**config.mk**
```make
export PLATFORM = sky130hd
export DESIGN_NAME = serial_uart_bridge
export DESIGN_NICKNAME = d
export VERILOG_FILES = /design/src/rtl/serial_uart_bridge.sv
export SDC_FILE = /design/constraint.sdc
export NUM_CORES = 1
export LEC_CHECK = 0
export ABC_CLOCK_PERIOD_IN_PS = 5500
export BUFFER_PORTS_ARGS = -buffer_cell sky130_fd_sc_hd__buf_2
export CORE_UTILIZATION = 69
export CTS_BUF_LIST = sky130_fd_sc_hd__clkbuf_4 sky130_fd_sc_hd__clkbuf_8
export DETAILED_ROUTE_END_ITERATION = 12
export GPL_TIMING_DRIVEN = 0
export HOLD_SLACK_MARGIN = 0.08
export PLACE_DENSITY = 0.95
export REMOVE_ABC_BUFFERS = 1
export SKIP_LAST_GASP = 1
export SLEW_MARGIN = 10
export SYNTH_ARGS = -nofsm -noshare
export SYNTH_HDL_FRONTEND = slang
export SYNTH_SLANG_ARGS = --single-unit
```
**constraint.sdc**
```tcl
create_clock -name clock -period 5.5 [get_ports clock]
set_clock_uncertainty 0.05 [all_clocks]
set_input_delay 0 -clock clock [delete_from_list [all_inputs] [get_ports clock]]
set_output_delay 0 -clock clock [all_outputs]
set_load 0.01 [all_outputs]
```
**src/rtl/serial_uart_bridge.sv**
```systemverilog
// Byte-wide processor serial handshake to 8N1 UART bridge, with a FIFO in each direction.
// TX drains its FIFO onto uart_txd; RX samples uart_rxd and queues completed bytes.
module serial_uart_bridge #(
  parameter int unsigned CLKS_PER_BIT = 16,
  parameter int unsigned FIFO_AW      = 3
) (
  input  logic       clock,
  input  logic       reset,
  input  logic [7:0] cpu_tx_data,
  input  logic       cpu_tx_wren,
  output logic       cpu_tx_ready,
  output logic [7:0] cpu_rx_data,
  output logic       cpu_rx_valid,
  input  logic       cpu_rx_rden,
  output logic       uart_txd,
  input  logic       uart_rxd,
  output logic       tx_overflow,
  output logic       rx_overflow,
  output logic       rx_frame_err
);

  localparam int unsigned DEPTH = 1 << FIFO_AW;
  localparam int unsigned NW    = FIFO_AW + 1;
  localparam int unsigned CW    = $clog2(CLKS_PER_BIT) + 1;

  localparam logic [1:0] S_IDLE  = 2'd0;
  localparam logic [1:0] S_START = 2'd1;
  localparam logic [1:0] S_DATA  = 2'd2;
  localparam logic [1:0] S_STOP  = 2'd3;

  localparam logic [CW-1:0] BIT_LOAD  = CW'(CLKS_PER_BIT - 1);
  localparam logic [CW-1:0] HALF_LOAD = CW'(CLKS_PER_BIT / 2 - 1);
  localparam logic [NW-1:0] FULL_CNT  = NW'(DEPTH);

  // TX FIFO
  logic [7:0]         tx_mem [DEPTH];
  logic [FIFO_AW-1:0] tx_wp_q, tx_wp_d, tx_rp_q, tx_rp_d;
  logic [NW-1:0]      tx_cnt_q, tx_cnt_d;
  logic               tx_ready_q, tx_ready_d, tx_ovf_q, tx_ovf_d;
  logic               tx_full, tx_empty, tx_push, tx_pop;

  // TX FSM
  logic [1:0]    tx_state_q, tx_state_d;
  logic [CW-1:0] tx_tmr_q, tx_tmr_d;
  logic [2:0]    tx_bit_q, tx_bit_d;
  logic [7:0]    tx_shift_q, tx_shift_d;
  logic          txd_q, txd_d;

  // RX FIFO
  logic [7:0]         rx_mem [DEPTH];
  logic [FIFO_AW-1:0] rx_wp_q, rx_wp_d, rx_rp_q, rx_rp_d;
  logic [NW-1:0]      rx_cnt_q, rx_cnt_d;
  logic [7:0]         rx_head_q, rx_head_d;
  logic               rx_valid_q, rx_valid_d, rx_ovf_q, rx_ovf_d;
  logic               rx_full, rx_empty, rx_push, rx_pop, rx_got;

  // RX FSM and synchronizer
  logic          rxd_s1_q, rxd_s2_q, rxd_prev_q;
  logic [1:0]    rx_state_q, rx_state_d;
  logic [CW-1:0] rx_tmr_q, rx_tmr_d;
  logic [2:0]    rx_bit_q, rx_bit_d;
  logic [7:0]    rx_shift_q, rx_shift_d;
  logic          rx_ferr_q, rx_ferr_d;

  assign tx_full  = (tx_cnt_q == FULL_CNT);
  assign tx_empty = (tx_cnt_q == '0);
  assign tx_push  = cpu_tx_wren && !tx_full;
  assign rx_full  = (rx_cnt_q == FULL_CNT);
  assign rx_empty = (rx_cnt_q == '0);
  assign rx_push  = rx_got && !rx_full;
  assign rx_pop   = cpu_rx_rden && !rx_empty;

  always_comb begin
    tx_wp_d    = tx_wp_q + FIFO_AW'(tx_push);
    tx_rp_d    = tx_rp_q + FIFO_AW'(tx_pop);
    tx_cnt_d   = tx_cnt_q + NW'(tx_push) - NW'(tx_pop);
    tx_ready_d = (tx_cnt_d != FULL_CNT);
    tx_ovf_d   = tx_ovf_q | (cpu_tx_wren & tx_full);
  end

  // TX FSM; STOP chains straight into START when another byte is queued
  always_comb begin
    tx_state_d = tx_state_q;
    tx_tmr_d   = tx_tmr_q;
    tx_bit_d   = tx_bit_q;
    tx_shift_d = tx_shift_q;
    tx_pop     = 1'b0;
    case (tx_state_q)
      S_IDLE: begin
        if (!tx_empty) begin
          tx_pop     = 1'b1;
          tx_shift_d = tx_mem[tx_rp_q];
          tx_tmr_d   = BIT_LOAD;
          tx_state_d = S_START;
        end
      end
      S_START: begin
        if (tx_tmr_q == '0) begin
          tx_tmr_d   = BIT_LOAD;
          tx_bit_d   = 3'd0;
          tx_state_d = S_DATA;
        end else begin
          tx_tmr_d = tx_tmr_q - CW'(1);
        end
      end
      S_DATA: begin
        if (tx_tmr_q == '0) begin
          tx_tmr_d   = BIT_LOAD;
          tx_shift_d = {1'b0, tx_shift_q[7:1]};
          tx_bit_d   = tx_bit_q + 3'd1;
          if (tx_bit_q == 3'd7) tx_state_d = S_STOP;
        end else begin
          tx_tmr_d = tx_tmr_q - CW'(1);
        end
      end
      default: begin
        if (tx_tmr_q == '0) begin
          if (!tx_empty) begin
            tx_pop     = 1'b1;
            tx_shift_d = tx_mem[tx_rp_q];
            tx_tmr_d   = BIT_LOAD;
            tx_state_d = S_START;
          end else begin
            tx_state_d = S_IDLE;
          end
        end else begin
          tx_tmr_d = tx_tmr_q - CW'(1);
        end
      end
    endcase
    case (tx_state_q)
      S_START: txd_d = 1'b0;
      S_DATA:  txd_d = tx_shift_q[0];
      default: txd_d = 1'b1;
    endcase
  end

  // RX FSM; start is qualified at half a bit, data and stop sampled one bit apart
  always_comb begin
    rx_state_d = rx_state_q;
    rx_tmr_d   = rx_tmr_q;
    rx_bit_d   = rx_bit_q;
    rx_shift_d = rx_shift_q;
    rx_ferr_d  = rx_ferr_q;
    rx_got     = 1'b0;
    case (rx_state_q)
      S_IDLE: begin
        if (rxd_prev_q && !rxd_s2_q) begin
          rx_tmr_d   = HALF_LOAD;
          rx_state_d = S_START;
        end
      end
      S_START: begin
        if (rx_tmr_q == '0) begin
          if (!rxd_s2_q) begin
            rx_tmr_d   = BIT_LOAD;
            rx_bit_d   = 3'd0;
            rx_state_d = S_DATA;
          end else begin
            rx_state_d = S_IDLE;
          end
        end else begin
          rx_tmr_d = rx_tmr_q - CW'(1);
        end
      end
      S_DATA: begin
        if (rx_tmr_q == '0) begin
          rx_tmr_d   = BIT_LOAD;
          rx_shift_d = {rxd_s2_q, rx_shift_q[7:1]};
          rx_bit_d   = rx_bit_q + 3'd1;
          if (rx_bit_q == 3'd7) rx_state_d = S_STOP;
        end else begin
          rx_tmr_d = rx_tmr_q - CW'(1);
        end
      end
      default: begin
        if (rx_tmr_q == '0) begin
          rx_got     = rxd_s2_q;
          rx_ferr_d  = rx_ferr_q | !rxd_s2_q;
          rx_state_d = S_IDLE;
        end else begin
          rx_tmr_d = rx_tmr_q - CW'(1);
        end
      end
    endcase
  end

  // Head register bypasses the memory when the new byte lands on the read slot
  always_comb begin
    rx_wp_d    = rx_wp_q + FIFO_AW'(rx_push);
    rx_rp_d    = rx_rp_q + FIFO_AW'(rx_pop);
    rx_cnt_d   = rx_cnt_q + NW'(rx_push) - NW'(rx_pop);
    rx_valid_d = (rx_cnt_d != '0);
    rx_ovf_d   = rx_ovf_q | (rx_got & rx_full);
    rx_head_d  = rx_mem[rx_rp_d];
    if (rx_push && (rx_wp_q == rx_rp_d)) rx_head_d = rx_shift_q;
  end

  always_ff @(posedge clock) begin
    if (tx_push) tx_mem[tx_wp_q] <= cpu_tx_data;
    if (rx_push) rx_mem[rx_wp_q] <= rx_shift_q;
  end

  always_ff @(posedge clock or negedge reset) begin
    if (!reset) begin
      tx_wp_q    <= '0;
      tx_rp_q    <= '0;
      tx_cnt_q   <= '0;
      tx_ready_q <= 1'b1;
      tx_ovf_q   <= 1'b0;
      tx_state_q <= S_IDLE;
      tx_tmr_q   <= '0;
      tx_bit_q   <= '0;
      tx_shift_q <= '0;
      txd_q      <= 1'b1;
      rx_wp_q    <= '0;
      rx_rp_q    <= '0;
      rx_cnt_q   <= '0;
      rx_head_q  <= '0;
      rx_valid_q <= 1'b0;
      rx_ovf_q   <= 1'b0;
      rxd_s1_q   <= 1'b1;
      rxd_s2_q   <= 1'b1;
      rxd_prev_q <= 1'b0;
      rx_state_q <= S_IDLE;
      rx_tmr_q   <= '0;
      rx_bit_q   <= '0;
      rx_shift_q <= '0;
      rx_ferr_q  <= 1'b0;
    end else begin
      tx_wp_q    <= tx_wp_d;
      tx_rp_q    <= tx_rp_d;
      tx_cnt_q   <= tx_cnt_d;
      tx_ready_q <= tx_ready_d;
      tx_ovf_q   <= tx_ovf_d;
      tx_state_q <= tx_state_d;
      tx_tmr_q   <= tx_tmr_d;
      tx_bit_q   <= tx_bit_d;
      tx_shift_q <= tx_shift_d;
      txd_q      <= txd_d;
      rx_wp_q    <= rx_wp_d;
      rx_rp_q    <= rx_rp_d;
      rx_cnt_q   <= rx_cnt_d;
      rx_head_q  <= rx_head_d;
      rx_valid_q <= rx_valid_d;
      rx_ovf_q   <= rx_ovf_d;
      rxd_s1_q   <= uart_rxd;
      rxd_s2_q   <= rxd_s1_q;
      rxd_prev_q <= rxd_s2_q;
      rx_state_q <= rx_state_d;
      rx_tmr_q   <= rx_tmr_d;
      rx_bit_q   <= rx_bit_d;
      rx_shift_q <= rx_shift_d;
      rx_ferr_q  <= rx_ferr_d;
    end
  end

  assign cpu_tx_ready = tx_ready_q;
  assign cpu_rx_data  = rx_head_q;
  assign cpu_rx_valid = rx_valid_q;
  assign uart_txd     = txd_q;
  assign tx_overflow  = tx_ovf_q;
  assign rx_overflow  = rx_ovf_q;
  assign rx_frame_err = rx_ferr_q;

endmodule
```
==> run summary, run 1 <==
The horizontal die dimension is 113 microns. The power density over cell area is about 450 nW/um^2. The final critical-path setup slack is 1.73 ns. The area of the multi-input gates came out at ~2700 sq um. The via count of the first global-routing pass is 5443.

Entering global routing, the biggest net connects 50 pins. The vertical die dimension came out at 113 microns. The mean instance size in the synthesized netlist came out at roughly 16 sq um. The leakage power figure is 3.86 nW. The number of buffers created by CTS is 31. The data required time at the worst endpoint is 5.86 ns. The number of placed instances with taps included came out at 725. The post-place instance area came out at 8890 sq um. The net switching power of the design came out at 1.30 mW. The worst slack at placement is 1.76 ns. The first-pass iteration count of the detailed router is 5.

The DRC violation total after the first TritonRoute iteration came out at 390. The slew at the pin with the worst max-slew slack came out at approximately 1.1 ns. The remaining routing DRC violations came out at 0. The routed via count divided by cell count came out at 6.24. The share of total power in sequential cells came out at 45.6%. The area share of the largest cell type after synthesis came out at between 40% and 50%. Internal power comes to 3.03 mW.

The maximum clock rate is 0.265 GHz. The quantity of gates resized following cts is 0. The combined area of all synthesized cells is between 8000 and 9000 sq um. The number of flip-flops and latches in the synthesized netlist is 201. The flow ran to the end, and the final reports show no timing, DRC or antenna violations.

In the finished design, the share of the clock period the worst path needs comes to 68.5%. The largest fanout on the critical path came out at 8. After clock tree synthesis, the clock-pin slew on the worst setup and hold paths is 0.06 ns. For the worst-skew pair, the clock arrives at the later sink with an insertion delay of 0.54 ns. In this run, synthesis inferred 128 flip-flops with an integrated enable.

The final worst hold slack came out at 0.169 ns. In the final layout, the share of cells above drive strength 1 is 25.0%. 27 I/O pins were placed. The number of antenna repair diodes came out at 0.

The count of yosys warnings during synthesis is 0. The share of total power dissipated in the clock network is 27.6%. Net switching is 30.0% of the power.

At the end of the flow the core is filled with cells to 80.1%. The worst max-slew margin expressed relative to the limit is 23.4%. The minimum clock period is 3.77 ns. By count the netlist is led by sky130_fd_sc_hd__edfxtp_1, sky130_fd_sc_hd__dfrtp_1, sky130_fd_sc_hd__ha_1, sky130_fd_sc_hd__inv_1. The min-delay analysis places its worst path in the category primary input to flop.

The final wirelength is 17200 microns. The final net count is 655. Counting every sink on the clock net gives 201.

The post-synthesis cell count is 549. The power after layout is ~4.3 mW. The first global-routing pass estimated 27500 microns of wire. The area added between synthesis and finish came out at 12.7%.

The async set-reset flop share out of synthesis is 36.3%. The count of final hold-check violations was 0. The dominant synthesized flop cell is sky130_fd_sc_hd__edfxtp_1. The count of cells along the worst hold path is 5. The arrival time of data at the critical path endpoint came out at 4.13 ns. The final count of negative-setup-slack endpoints is 0. Once detail routing completed, the nets flagged for antenna violations numbered 0. The total track usage is approximately 28%. The area of all sequential standard cells came out at approximately 5700 sq um. The sequential cell area fraction in the yosys report came out at approximately two thirds. CTS placed an instance of sky130_fd_sc_hd__clkbuf_8 at the clock tree root. The critical path endpoint category is a flop. Setup repair after global routing left no endpoint under its margin. The number of I/O port buffers came out at 26.

The number of antenna violations at the first check in global routing is 0. The final non-filler cell total came out at 796. After synthesis, the cell types taking the most area are sky130_fd_sc_hd__edfxtp_1, sky130_fd_sc_hd__dfrtp_1, sky130_fd_sc_hd__mux4_2. The number of H-tree levels is 1. The count of standard-cell rows came out at 40. The critical path in this run is classified as flop to flop. The worst register-to-register path has a depth of 11. The TritonCTS clock tree is done. The initial utilization of the core area, before any placement, comes to 71.1%.

The combinational cell fraction of total power came out at between 20% and 30%. The maximum clock path buffer count came out at 3. The routed wirelength normalized by instance count is 21.6 microns. Global routing finished with a remaining overflow of 0. The number of max-slew violations in the final report came out at 0. The post-detailed-placement half-perimeter wirelength is between 10000 and 15000 microns. STA classifies the critical path startpoint as a flop. The routed layout has 4964 vias. Across the run, the number of max-cap violations was 0. The finished cells cover 9670 sq um. The floorplan step defined a die boundary enclosing 12900 sq um. The count of different cell masters after synthesis is 56.

The peak supply drop came out at around 0.39 mV. The accumulated negative setup slack came out at 0 ns. The area inside the core boundary came out at 12100 sq um.

Yosys instantiated no cell more often than sky130_fd_sc_hd__edfxtp_1. sky130_fd_sc_hd__edfxtp_1 takes more of the synthesized area than any other cell. The fill cell instance count of the final layout came out at 588.

The global placement routability congestion is 0.842.
[layer usage]
layer,vias up,wire length (microns),global-route usage (%)
li1,2204,-,-
met1,2489,6330,32.8
met2,213,9240,51.3
met3,58,1000,4.78
met4,0,641,13.8
met5,-,0,0
[area by class of cell]
| type | instances | share of cell area [%] |
|---|---|---|
| Sequential cell | 201 | 58.7 |
| Multi-Input combinational cell | 295 | 28.3 |
| Clock buffer | 47 | 5.85 |
| Timing Repair Buffer | 43 | 3.24 |
| Tap cell | 168 | 2.17 |
| Inverter | 32 | 1.24 |
| Clock inverter | 10 | 0.479 |
[state kept, by name, summed over array words and instances (netlist names), 3 cells and up]
name	flops
tx_rp_q	3
rx_cnt_q	4
tx_cnt_q	4
rx_bit_q	3
cpu_rx_data	8
rx_mem	64
tx_wp_q	3
rx_rp_q	3
rx_shift_q	8
rx_wp_q	3
tx_tmr_q	5
tx_mem	64
tx_bit_q	3
rx_tmr_q	5
tx_shift_q	8
[power groups by stage]
| stage | logic (mW) | registers, mW | clock network (mW) |
|---|---|---|---|
| 2_1_floorplan | 0.813 | 1.97 | 0 |
| 6_report | 1.16 | 1.97 | 1.19 |
| 5_1_grt | 1.27 | 1.99 | 1.28 |
| 4_1_cts | 1.15 | 1.96 | 1.21 |
| 3_3_place_gp | 1.03 | 1.97 | 0 |
| 3_5_place_dp | 1.13 | 1.99 | 0 |
[critical path, stage by stage (launching register included)]
cell                      delay [ns]
sky130_fd_sc_hd__dfrtp_1        0.41
sky130_fd_sc_hd__inv_1          0.12
sky130_fd_sc_hd__ha_1           0.18
sky130_fd_sc_hd__or4b_1         0.60
sky130_fd_sc_hd__or3_1          0.59
sky130_fd_sc_hd__ha_1           0.35
sky130_fd_sc_hd__inv_1          0.06
sky130_fd_sc_hd__ha_1           0.16
sky130_fd_sc_hd__inv_1          0.06
sky130_fd_sc_hd__fa_1           0.49
sky130_fd_sc_hd__inv_1          0.06
sky130_fd_sc_hd__or4_1          0.53
[cells by family (layout without fill, tap and decap cells)]
logic type | count (synthesis) | count (layout) | synth area share [%]
buf+inv | 53 | 132 | 2.45
mux | 72 | 72 | 12.5
fa+ha+maj | 38 | 38 | 5.72
compound gates | 78 | 78 | 6.23
flops | 201 | 201 | 66.2
xor+xnor | 13 | 13 | 1.33
simple gates | 94 | 94 | 5.62
[repair_timing]
action,4_1_cts,5_1_grt
setup buffers,0,0
endpoints found under the hold margin,140,0
hold buffers,14,0
[cell usage in the layout (no fill, tap or decap), types with 13 or more instances in the layout]
master / n
sky130_fd_sc_hd__nor2_1: 24
sky130_fd_sc_hd__ha_1: 36
sky130_fd_sc_hd__mux2_2: 30
sky130_fd_sc_hd__edfxtp_1: 128
sky130_fd_sc_hd__dfrtp_1: 68
sky130_fd_sc_hd__inv_1: 32
sky130_fd_sc_hd__mux2i_1: 17
sky130_fd_sc_hd__clkbuf_4: 13
sky130_fd_sc_hd__clkbuf_8: 34
sky130_fd_sc_hd__dlygate4sd3_1: 14
sky130_fd_sc_hd__nand2_1: 30
sky130_fd_sc_hd__mux4_2: 25
sky130_fd_sc_hd__buf_2: 26
sky130_fd_sc_hd__a21oi_1: 14
sky130_fd_sc_hd__o21ai_0: 14
[worst paths after layout]
check                                      to         from  slack [ns]
max in group asynchronous       rx_state_q[1]        reset        3.39
worst min register to register       rxd_s2_q     rxd_s1_q        0.31
worst min-delay path              rx_cnt_q[0]  cpu_rx_rden        0.17
worst max-delay path             cpu_rx_valid  rx_tmr_q[0]        1.73
worst max register to register   cpu_rx_valid  rx_tmr_q[0]        1.73
min in group asynchronous            rxd_s1_q        reset        0.52
Power figures use the tool's default switching activity.
==> run 2: changes to the inputs <==
ABC_AREA = 1   (was unset)
ABC_CLOCK_PERIOD_IN_PS = 3410   (was 5500)
CORE_UTILIZATION = 58   (was 69)
PLACE_DENSITY = 0.89   (was 0.95)
clock period = 3.41 ns   (was 5.5 ns; I/O delays follow)
==> run 2 against run 1 <==
  * Sequential share of layout area is 4.1 points lower
  * Clock-buffer cell count shrank 4
  * Clock power increased by 97%
  * Largest power group unchanged
  * Setup slack worse by 1.2 ns
  * Register-to-register slack lost 1.2 ns
  * Synthesized area is 7.6% higher
  * Total power up 86%
  * Utilization shrank 13 points
  * Wire length rose by 3.7%
  * Design area grew 7.5%
  * Critical endpoint is now cpu_tx_ready
  * Flip-flop and latch count unchanged
  * Global-route usage shrank 5.0 points
==> run summary, run 2 <==
Largest registers ranked by flip-flop count: rx_mem: 64 flops, tx_mem: 64 flops (unchanged). The routed wirelength normalized by instance count came out at 14.6 microns (was 21.6 microns). Run status: finished clean (unchanged).

The mean instance size in the synthesized netlist is 9.85 sq um (was 15.6 sq um). The vertical die dimension is 128 microns (was 113 microns). The ratio of final minimum period to clock period is 85.9% (was 68.5%). The number of placed instances with taps included is 1149 (was 725). The count of maximum capacitance violations was 0 (unchanged). The number of ports placed on the die boundary is 27 (unchanged). The cell type of the slowest stage on the worst timing path is sky130_fd_sc_hd__fa_1 (was sky130_fd_sc_hd__or4b_1).

The fraction of final layout cells with drive strength greater than 1 came out at 11.9% (was 25.0%). The first-pass iteration count of the detailed router is 5 (unchanged). The final wirelength is 17900 microns (was 17200 microns). The starting density of the core is 60.0% (was 71.1%).

The routed via count divided by cell count is 5.23 (was 6.24). The type of element launching the critical path is a flop (unchanged). The number of flip-flops and latches in the synthesized netlist came out at 201 (unchanged). Cell types occupying the most area after synthesis: sky130_fd_sc_hd__edfxtp_1, sky130_fd_sc_hd__dfrtp_1, sky130_fd_sc_hd__nand2_1 (was sky130_fd_sc_hd__edfxtp_1, sky130_fd_sc_hd__dfrtp_1, sky130_fd_sc_hd__mux4_2). The accumulated negative setup slack came to 0 ns (unchanged).

The number of I/O port buffers is 26 (unchanged). The final net count came out at 1035 (was 655). The number of buffers created by CTS is 30 (was 31). The buffer type at the clock tree root is sky130_fd_sc_hd__clkbuf_8 (unchanged).

The horizontal die dimension was 128 microns (was 113 microns). The number of enable flip-flop cells after synthesis is 128 (unchanged). The number of nets still failing antenna checks after routing is 0 (unchanged).

The slew at the pin with the worst max-slew slack is 1.11 ns (was 1.15 ns). The global placement routability congestion came out at 0.803 (was 0.842). The largest fanout on the critical path came out at 9 (was 8).

The area added between synthesis and finish was 12.7% (about the same). The source of the critical timing path is tx_state_q[0] (was rx_tmr_q[0]). The critical path's largest stage delay came out at 0.50 ns (was 0.60 ns).

The count of different cell masters after synthesis came out at 39 (was 56). The cell type with the highest aggregate area in the netlist is sky130_fd_sc_hd__edfxtp_1 (unchanged). The minimum clock period came out at 2.93 ns (was 3.77 ns).

The largest net degree at the start of global routing came out at 55 (was 50). Setup repair after global routing missed its margin: no (unchanged). The first-pass GRT wire length was 30200 microns (was 27500 microns).

The maximum clock rate was 0.341 GHz (was 0.265 GHz). The power density over cell area is 774 nW/um^2 (was 447 nW/um^2). The async set-reset flop share out of synthesis came out at 36.3% (unchanged).

The total number of vias was 6374 (was 4964). The remaining routing DRC violations is 0 (unchanged). The dominant synthesized flop cell is sky130_fd_sc_hd__edfxtp_1 (unchanged). The number of H-tree levels is 1 (unchanged). The data required time at the worst endpoint is 3.82 ns (was 5.86 ns). The most common cell after layout, fill and taps aside was sky130_fd_sc_hd__nand2_1 (was sky130_fd_sc_hd__edfxtp_1). The final global-route overflow total is 0 (unchanged). The buffers plus inverters on the worst setup path was 4 (unchanged).

The final non-filler cell total came to 1219 (was 796). The post-synthesis cell count is 937 (was 549). The final count of negative-setup-slack endpoints is 0 (unchanged). The leakage power figure was 4.77 nW (was 3.86 nW). The clock-pin slew on the worst setup and hold paths came out at 0.06 ns (about the same). The via count of the first global-routing pass is 6391 (was 5443). Most frequent cells after synthesis: sky130_fd_sc_hd__nand2_1, sky130_fd_sc_hd__edfxtp_1, sky130_fd_sc_hd__nand3_1, sky130_fd_sc_hd__inv_1, sky130_fd_sc_hd__dfrtp_1 (was sky130_fd_sc_hd__edfxtp_1, sky130_fd_sc_hd__dfrtp_1, sky130_fd_sc_hd__ha_1, sky130_fd_sc_hd__inv_1).

The number of antenna repair diodes is 0 (unchanged). The area inside the core boundary is 15400 sq um (was 12100 sq um). The start point of the worst hold path is cpu_rx_rden (unchanged).

The worst max-slew margin expressed relative to the limit came out at 26.2% (was 23.4%). The arrival time of data at the critical path endpoint came out at 3.34 ns (was 4.13 ns). The count of standard-cell rows was 45 (was 40). The sequential cell area fraction in the yosys report is 61.5% (was 66.2%). The total die area is 16400 sq um (was 12900 sq um). The TritonCTS clock tree is done (unchanged). The cell family contributing the most delay on the critical path was adder cells (was simple AND/OR/NAND/NOR gates). The number of antenna violations at the first check in global routing came out at 0 (unchanged). The number of max-slew violations in the final report came out at 0 (unchanged). The count of final hold-check violations came to 0 (unchanged). The area share of the largest cell type after synthesis came out at 41.7% (was 44.8%). The post-detailed-placement half-perimeter wirelength came out at 11000 microns (was 10500 microns).

The later-pin clock latency in the skew report came out at 0.56 ns (was 0.54 ns). The critical path start-end classification is flop to flop (unchanged). The peak supply drop is 0.552 mV (was 0.393 mV).

The launching point of the worst reg2reg path is tx_state_q[0] (was rx_tmr_q[0]). The maximum clock path buffer count came out at 3 (unchanged). Highest-count cells in the layout ignoring fill and taps: sky130_fd_sc_hd__nand2_1, sky130_fd_sc_hd__edfxtp_1, sky130_fd_sc_hd__nand3_1, sky130_fd_sc_hd__inv_1, sky130_fd_sc_hd__dfrtp_1 (was sky130_fd_sc_hd__edfxtp_1, sky130_fd_sc_hd__dfrtp_1, sky130_fd_sc_hd__ha_1, sky130_fd_sc_hd__clkbuf_8, sky130_fd_sc_hd__inv_1).

Ordered list of cells on the worst path: ha_1 -> clkinv_1 -> nand2_1 -> nand2_1 -> a21oi_1 -> ha_1 -> inv_1 -> ha_1 -> inv_1 -> fa_1 -> inv_1 -> nor3_1 -> nand2_1 (was inv_1 -> ha_1 -> or4b_1 -> or3_1 -> ha_1 -> inv_1 -> ha_1 -> inv_1 -> fa_1 -> inv_1 -> or4_1). The dominant cell by count in the synthesized netlist is sky130_fd_sc_hd__nand2_1 (was sky130_fd_sc_hd__edfxtp_1). The combined area of all synthesized cells came out at 9230 sq um (was 8580 sq um). The class of the tightest hold or removal check is primary input to flop (unchanged). The total track usage was 23.3% (was 28.3%). The DRC violation total after the first TritonRoute iteration is 462 (was 390). The sink count of the clock tree is 201 (unchanged). The count of yosys warnings during synthesis is 0 (unchanged). The critical path endpoint category is a flop (unchanged).
run 2: per-stage QoR:
step	instance area [sq um]	hold WS (ns)	setup slack [ns]	util, %	power [mW]
2_1_floorplan	9080	-0.346	0.902	-	5.03
5_1_grt	10400	0.190	0.198	67.6	8.56
3_5_place_dp	9500	-0.140	0.178	61.8	5.68
3_3_place_gp	9470	0.0553	0.278	61.6	5.54
4_1_cts	10400	0.159	0.178	67.6	8.05
6_report	10400	0.182	0.482	67.6	8.05
run 2: where the power goes:
part | internal (mW) | switching (mW)
sequential | 3.07 | 0.282
clock | 1.43 | 0.921
combinational | 0.800 | 1.54
run 2: cell type report:
cell class / count / area [sq um]
Multi-Input combinational cell: 597 / 2980
Clock inverter: 13 / 193
Fill cell: 1085 / 4980
Tap cell: 211 / 264
Inverter: 113 / 424
Sequential cell: 201 / 5680
Clock buffer: 43 / 554
Timing Repair Buffer: 41 / 300
run 2: cell families after synthesis:
group                    after synthesis  synth area share [%]
adder cells (fa/ha/maj)               38                  5.32
AND/OR/NAND/NOR                      504                  23.2
flip-flops                           201                  61.5
AO/OA/AOI/OAI                         45                  2.81
buffers and inverters                139                  6.18
XOR/XNOR                              10                 0.949
run 2: repair_timing:
| item | 4_1_cts | 5_1_grt |
|---|---|---|
| hold endpoints to repair | 144 | 0 |
| setup buffers | 0 | 0 |
| hold buffers | 14 | 0 |
| endpoints found under the setup margin | 0 | 8 |
| gates resized for setup | 0 | 1 |
run 2: path summary, 6_finish.rpt:
path                            cells past startpoint  slack [ns]       endpoint
worst max register to register                     13        0.48   cpu_tx_ready
worst max-delay path                               13        0.48   cpu_tx_ready
worst min register to register                      0        0.31       rxd_s2_q
worst min-delay path                                5        0.18    rx_cnt_q[0]
max in group asynchronous                           4        1.66  tx_state_q[1]
min in group asynchronous                           3        0.47       uart_txd
run 2: metal layers:
layer	part of all wire (%)	vias up	global-route usage [%]	wire, microns
li1	-	3137	-	-
met3	4.9	46	3.80	875
met4	2.3	0	9.20	415
met5	0	-	0	0
met1	41	3009	28.8	7400
met2	51	182	41.1	9160
run 2: worst register-to-register path: stages (launching register included):
cell,delay (ns)
sky130_fd_sc_hd__dfrtp_1,0.41
sky130_fd_sc_hd__ha_1,0.24
sky130_fd_sc_hd__clkinv_1,0.25
sky130_fd_sc_hd__nand2_1,0.16
sky130_fd_sc_hd__nand2_1,0.06
sky130_fd_sc_hd__a21oi_1,0.25
sky130_fd_sc_hd__ha_1,0.29
sky130_fd_sc_hd__inv_1,0.08
sky130_fd_sc_hd__ha_1,0.18
sky130_fd_sc_hd__inv_1,0.06
sky130_fd_sc_hd__fa_1,0.50
sky130_fd_sc_hd__inv_1,0.06
sky130_fd_sc_hd__nor3_1,0.18
sky130_fd_sc_hd__nand2_1,0.08
==> run 3: changes to the inputs <==
ABC_CLOCK_PERIOD_IN_PS = 3120   (was 3410)
CORE_UTILIZATION = 65   (was 58)
PLACE_DENSITY = 0.94   (was 0.89)
RECOVER_POWER = 100   (was unset)
clock period = 3.12 ns   (was 3.41 ns; I/O delays follow)
==> run 3 against run 2 <==
  * Combinational power is 8.5% higher
  * Critical path type unchanged
  * Non-clock buffer count did not move
  * Setup slack got worse by 0.32 ns
  * Sequential share of layout area up 0.85 points
  * Highest routed layer unchanged
  * Clock power hardly changed
  * Cell count fell by 2.5%
  * Critical path depth is 1 higher
  * Largest power group unchanged
  * Utilization rose by 6.1 points
  * Critical endpoint unchanged
==> run summary, run 3 (synthesis results as in run 2) <==
The number of nets still failing antenna checks after routing is 0 (unchanged). The final wirelength came out at 18800 microns (was 17900 microns). The critical path endpoint category is a flop (unchanged). The first-pass GRT wire length came out at 30900 microns (was 30200 microns). The number of ports placed on the die boundary is 27 (unchanged).

The depth of the worst register-to-register path came out at 14 (was 13). The final global-route overflow total is 0 (unchanged). The final count of negative-setup-slack endpoints is 0 (unchanged). The launching point of the worst reg2reg path is tx_tmr_q[0] (was tx_state_q[0]).

Largest registers ranked by flip-flop count: rx_mem: 64 flops, tx_mem: 64 flops (unchanged). The largest net degree at the start of global routing was 57 (was 55). The global placement routability congestion is 0.820 (was 0.803). The leakage power figure came out at 4.68 nW (was 4.77 nW). The class of the tightest hold or removal check is primary input to flop (unchanged). Setup repair after global routing missed its margin: no (unchanged). The start point of the worst hold path is cpu_rx_rden (unchanged). The slew at the pin with the worst max-slew slack is 1.40 ns (was 1.11 ns).

The number of buffers created by CTS came out at 31 (was 30). The largest fanout on the critical path came out at 14 (was 9). The minimum clock period came to 2.95 ns (was 2.93 ns).

The buffer type at the clock tree root is sky130_fd_sc_hd__clkbuf_8 (unchanged). The endpoint of the worst register-to-register path is cpu_tx_ready (unchanged). The arrival time of data at the critical path endpoint came out at 3.36 ns (was 3.34 ns).

The clock-pin slew on the worst setup and hold paths is 0.06 ns (about the same). The final non-filler cell total is 1189 (was 1219). The vertical die dimension was 121 microns (was 128 microns). The power after layout came out at 8.61 mW (was 8.05 mW). The capture endpoint of the worst hold path is rx_cnt_q[0] (unchanged). The final critical-path setup slack is 0.165 ns (was 0.482 ns). The ratio of final minimum period to clock period is 94.7% (was 85.9%).

The first-pass iteration count of the detailed router came out at 5 (unchanged). The power density over cell area came out at 841 nW/um^2 (was 774 nW/um^2). The fraction of final layout cells with drive strength greater than 1 came out at 9.02% (was 11.9%). The number of H-tree levels is 1 (unchanged). The count of maximum capacitance violations came to 0 (unchanged). The final net count is 1036 (was 1035). The later-pin clock latency in the skew report came to 0.54 ns (was 0.56 ns). The count of final hold-check violations is 0 (unchanged). The maximum clock path buffer count is 3 (unchanged). The TritonCTS clock tree is done (unchanged). The flop-to-flop setup slack is 0.17 ns (was 0.48 ns).

The number of max-slew violations in the final report came out at 0 (unchanged). The total track usage came out at 27.0% (was 23.3%). The total number of vias was 6659 (was 6374). The count of cells along the worst hold path came out at 5 (unchanged).

The area inside the core boundary came out at 13900 sq um (was 15400 sq um). The worst slack at placement is -0.0562 ns (was 0.178 ns). The type of element launching the critical path was a flop (unchanged). The data required time at the worst endpoint is 3.52 ns (was 3.82 ns). The maximum clock rate is 0.338 GHz (was 0.341 GHz). The remaining routing DRC violations came out at 0 (unchanged). The number of antenna repair diodes came to 0 (unchanged). The number of antenna violations at the first check in global routing came out at 0 (unchanged). The via count of the first global-routing pass came out at 6626 (was 6391). The worst max-slew margin expressed relative to the limit is 6.72% (was 26.2%). The post-detailed-placement half-perimeter wirelength came out at 11800 microns (was 11000 microns). The total die area is 14700 sq um (was 16400 sq um). The starting density of the core came out at 66.5% (was 60.0%). The horizontal die dimension came out at 121 microns (was 128 microns). The number of placed instances with taps included was 1118 (was 1149). The number of I/O port buffers is 26 (unchanged). The routed via count divided by cell count came out at 5.60 (was 5.23). The final core utilization was 73.7% (was 67.6%). The area added between synthesis and finish came out at 10.9% (was 12.7%). The critical path start-end classification is flop to flop (unchanged). Highest-count cells in the layout ignoring fill and taps: sky130_fd_sc_hd__nand2_1, sky130_fd_sc_hd__edfxtp_1, sky130_fd_sc_hd__nand3_1, sky130_fd_sc_hd__inv_1, sky130_fd_sc_hd__dfrtp_1 (unchanged).

The DRC violation total after the first TritonRoute iteration is 487 (was 462). The sink count of the clock tree was 201 (unchanged). The count of standard-cell rows came to 43 (was 45). The peak supply drop is 0.661 mV (was 0.552 mV). The routed wirelength normalized by instance count is 15.8 microns (was 14.6 microns). The most common cell after layout, fill and taps aside is sky130_fd_sc_hd__nand2_1 (unchanged). Run status: finished clean (unchanged).
run 3: cell types whose count changed in the layout (fill, tap and decap cells not counted), sizes merged:
cell	before	now
buf	27	3
bufinv	5	2
clkbuf	43	76
clkinv	9	5
inv	112	111
run 3: timing repair:
action | CTS | global route
setup endpoints to repair | 8 | 0
setup buffers | 0 | 0
resized for setup | 1 | 0
hold buffers | 14 | 0
hold endpoints to repair | 141 | 0
run 3: worst max path at each step:
stage                       start              to  slack [ns]  cells after the start
floorplan             rx_tmr_q[0]    cpu_rx_valid        0.61                     15
global placement      rx_cnt_q[2]  cpu_rx_data[5]        0.05                     13
detailed placement    rx_cnt_q[2]  cpu_rx_data[0]       -0.06                     13
CTS                 tx_state_q[0]    cpu_tx_ready        0.21                     13
global route          tx_tmr_q[0]    cpu_tx_ready        0.02                     14
finish                tx_tmr_q[0]    cpu_tx_ready        0.17                     14
run 3: final cells by class:
class	count	area, sq um
repair buffers	41	246
inverters	113	424
flip-flops and latches	201	5680
clock inverters	5	75.1
clock buffers	52	622
fillers	864	3650
well taps	180	225
multi-input cells	597	2970
run 3: power breakdown:
part / internal [mW] / switching [mW] / leakage (nW)
clock: 1.42 / 0.960 / 0.375
sequential: 3.36 / 0.324 / 2.05
combinational: 0.839 / 1.71 / 2.26
run 3: critical path: stages (launching register included):
cell and delay [ns]:
sky130_fd_sc_hd__dfrtp_1 0.38, sky130_fd_sc_hd__inv_1 0.14, sky130_fd_sc_hd__ha_1 0.18, sky130_fd_sc_hd__inv_1 0.05
sky130_fd_sc_hd__nor2_1 0.20, sky130_fd_sc_hd__nand2_2 0.23, sky130_fd_sc_hd__a21oi_1 0.29, sky130_fd_sc_hd__ha_1 0.28
sky130_fd_sc_hd__inv_1 0.06, sky130_fd_sc_hd__ha_1 0.15, sky130_fd_sc_hd__inv_1 0.06, sky130_fd_sc_hd__fa_1 0.49
sky130_fd_sc_hd__inv_1 0.05, sky130_fd_sc_hd__nor3_1 0.18, sky130_fd_sc_hd__nand2_1 0.07
run 3: per-stage QoR:
step	area (sq um)	hold slack [ns]	setup TNS (ns)
6_report	10200	0.191	0
5_1_grt	10200	0.221	0
4_1_cts	10300	0.170	0
3_5_place_dp	9470	-0.155	-0.280
3_3_place_gp	9440	0.0555	0
2_1_floorplan	9080	-0.346	0
run 3: metal layers:
| metal | routed length [microns] | track usage, % | up-vias | share of wire, % |
|---|---|---|---|---|
| li1 | - | - | 3135 | - |
| met1 | 7090 | 32.9 | 3161 | 38 |
| met2 | 10000 | 48.5 | 311 | 53 |
| met3 | 1220 | 3.99 | 52 | 6.5 |
| met4 | 498 | 10.0 | 0 | 2.6 |
| met5 | 0 | 0 | - | 0 |
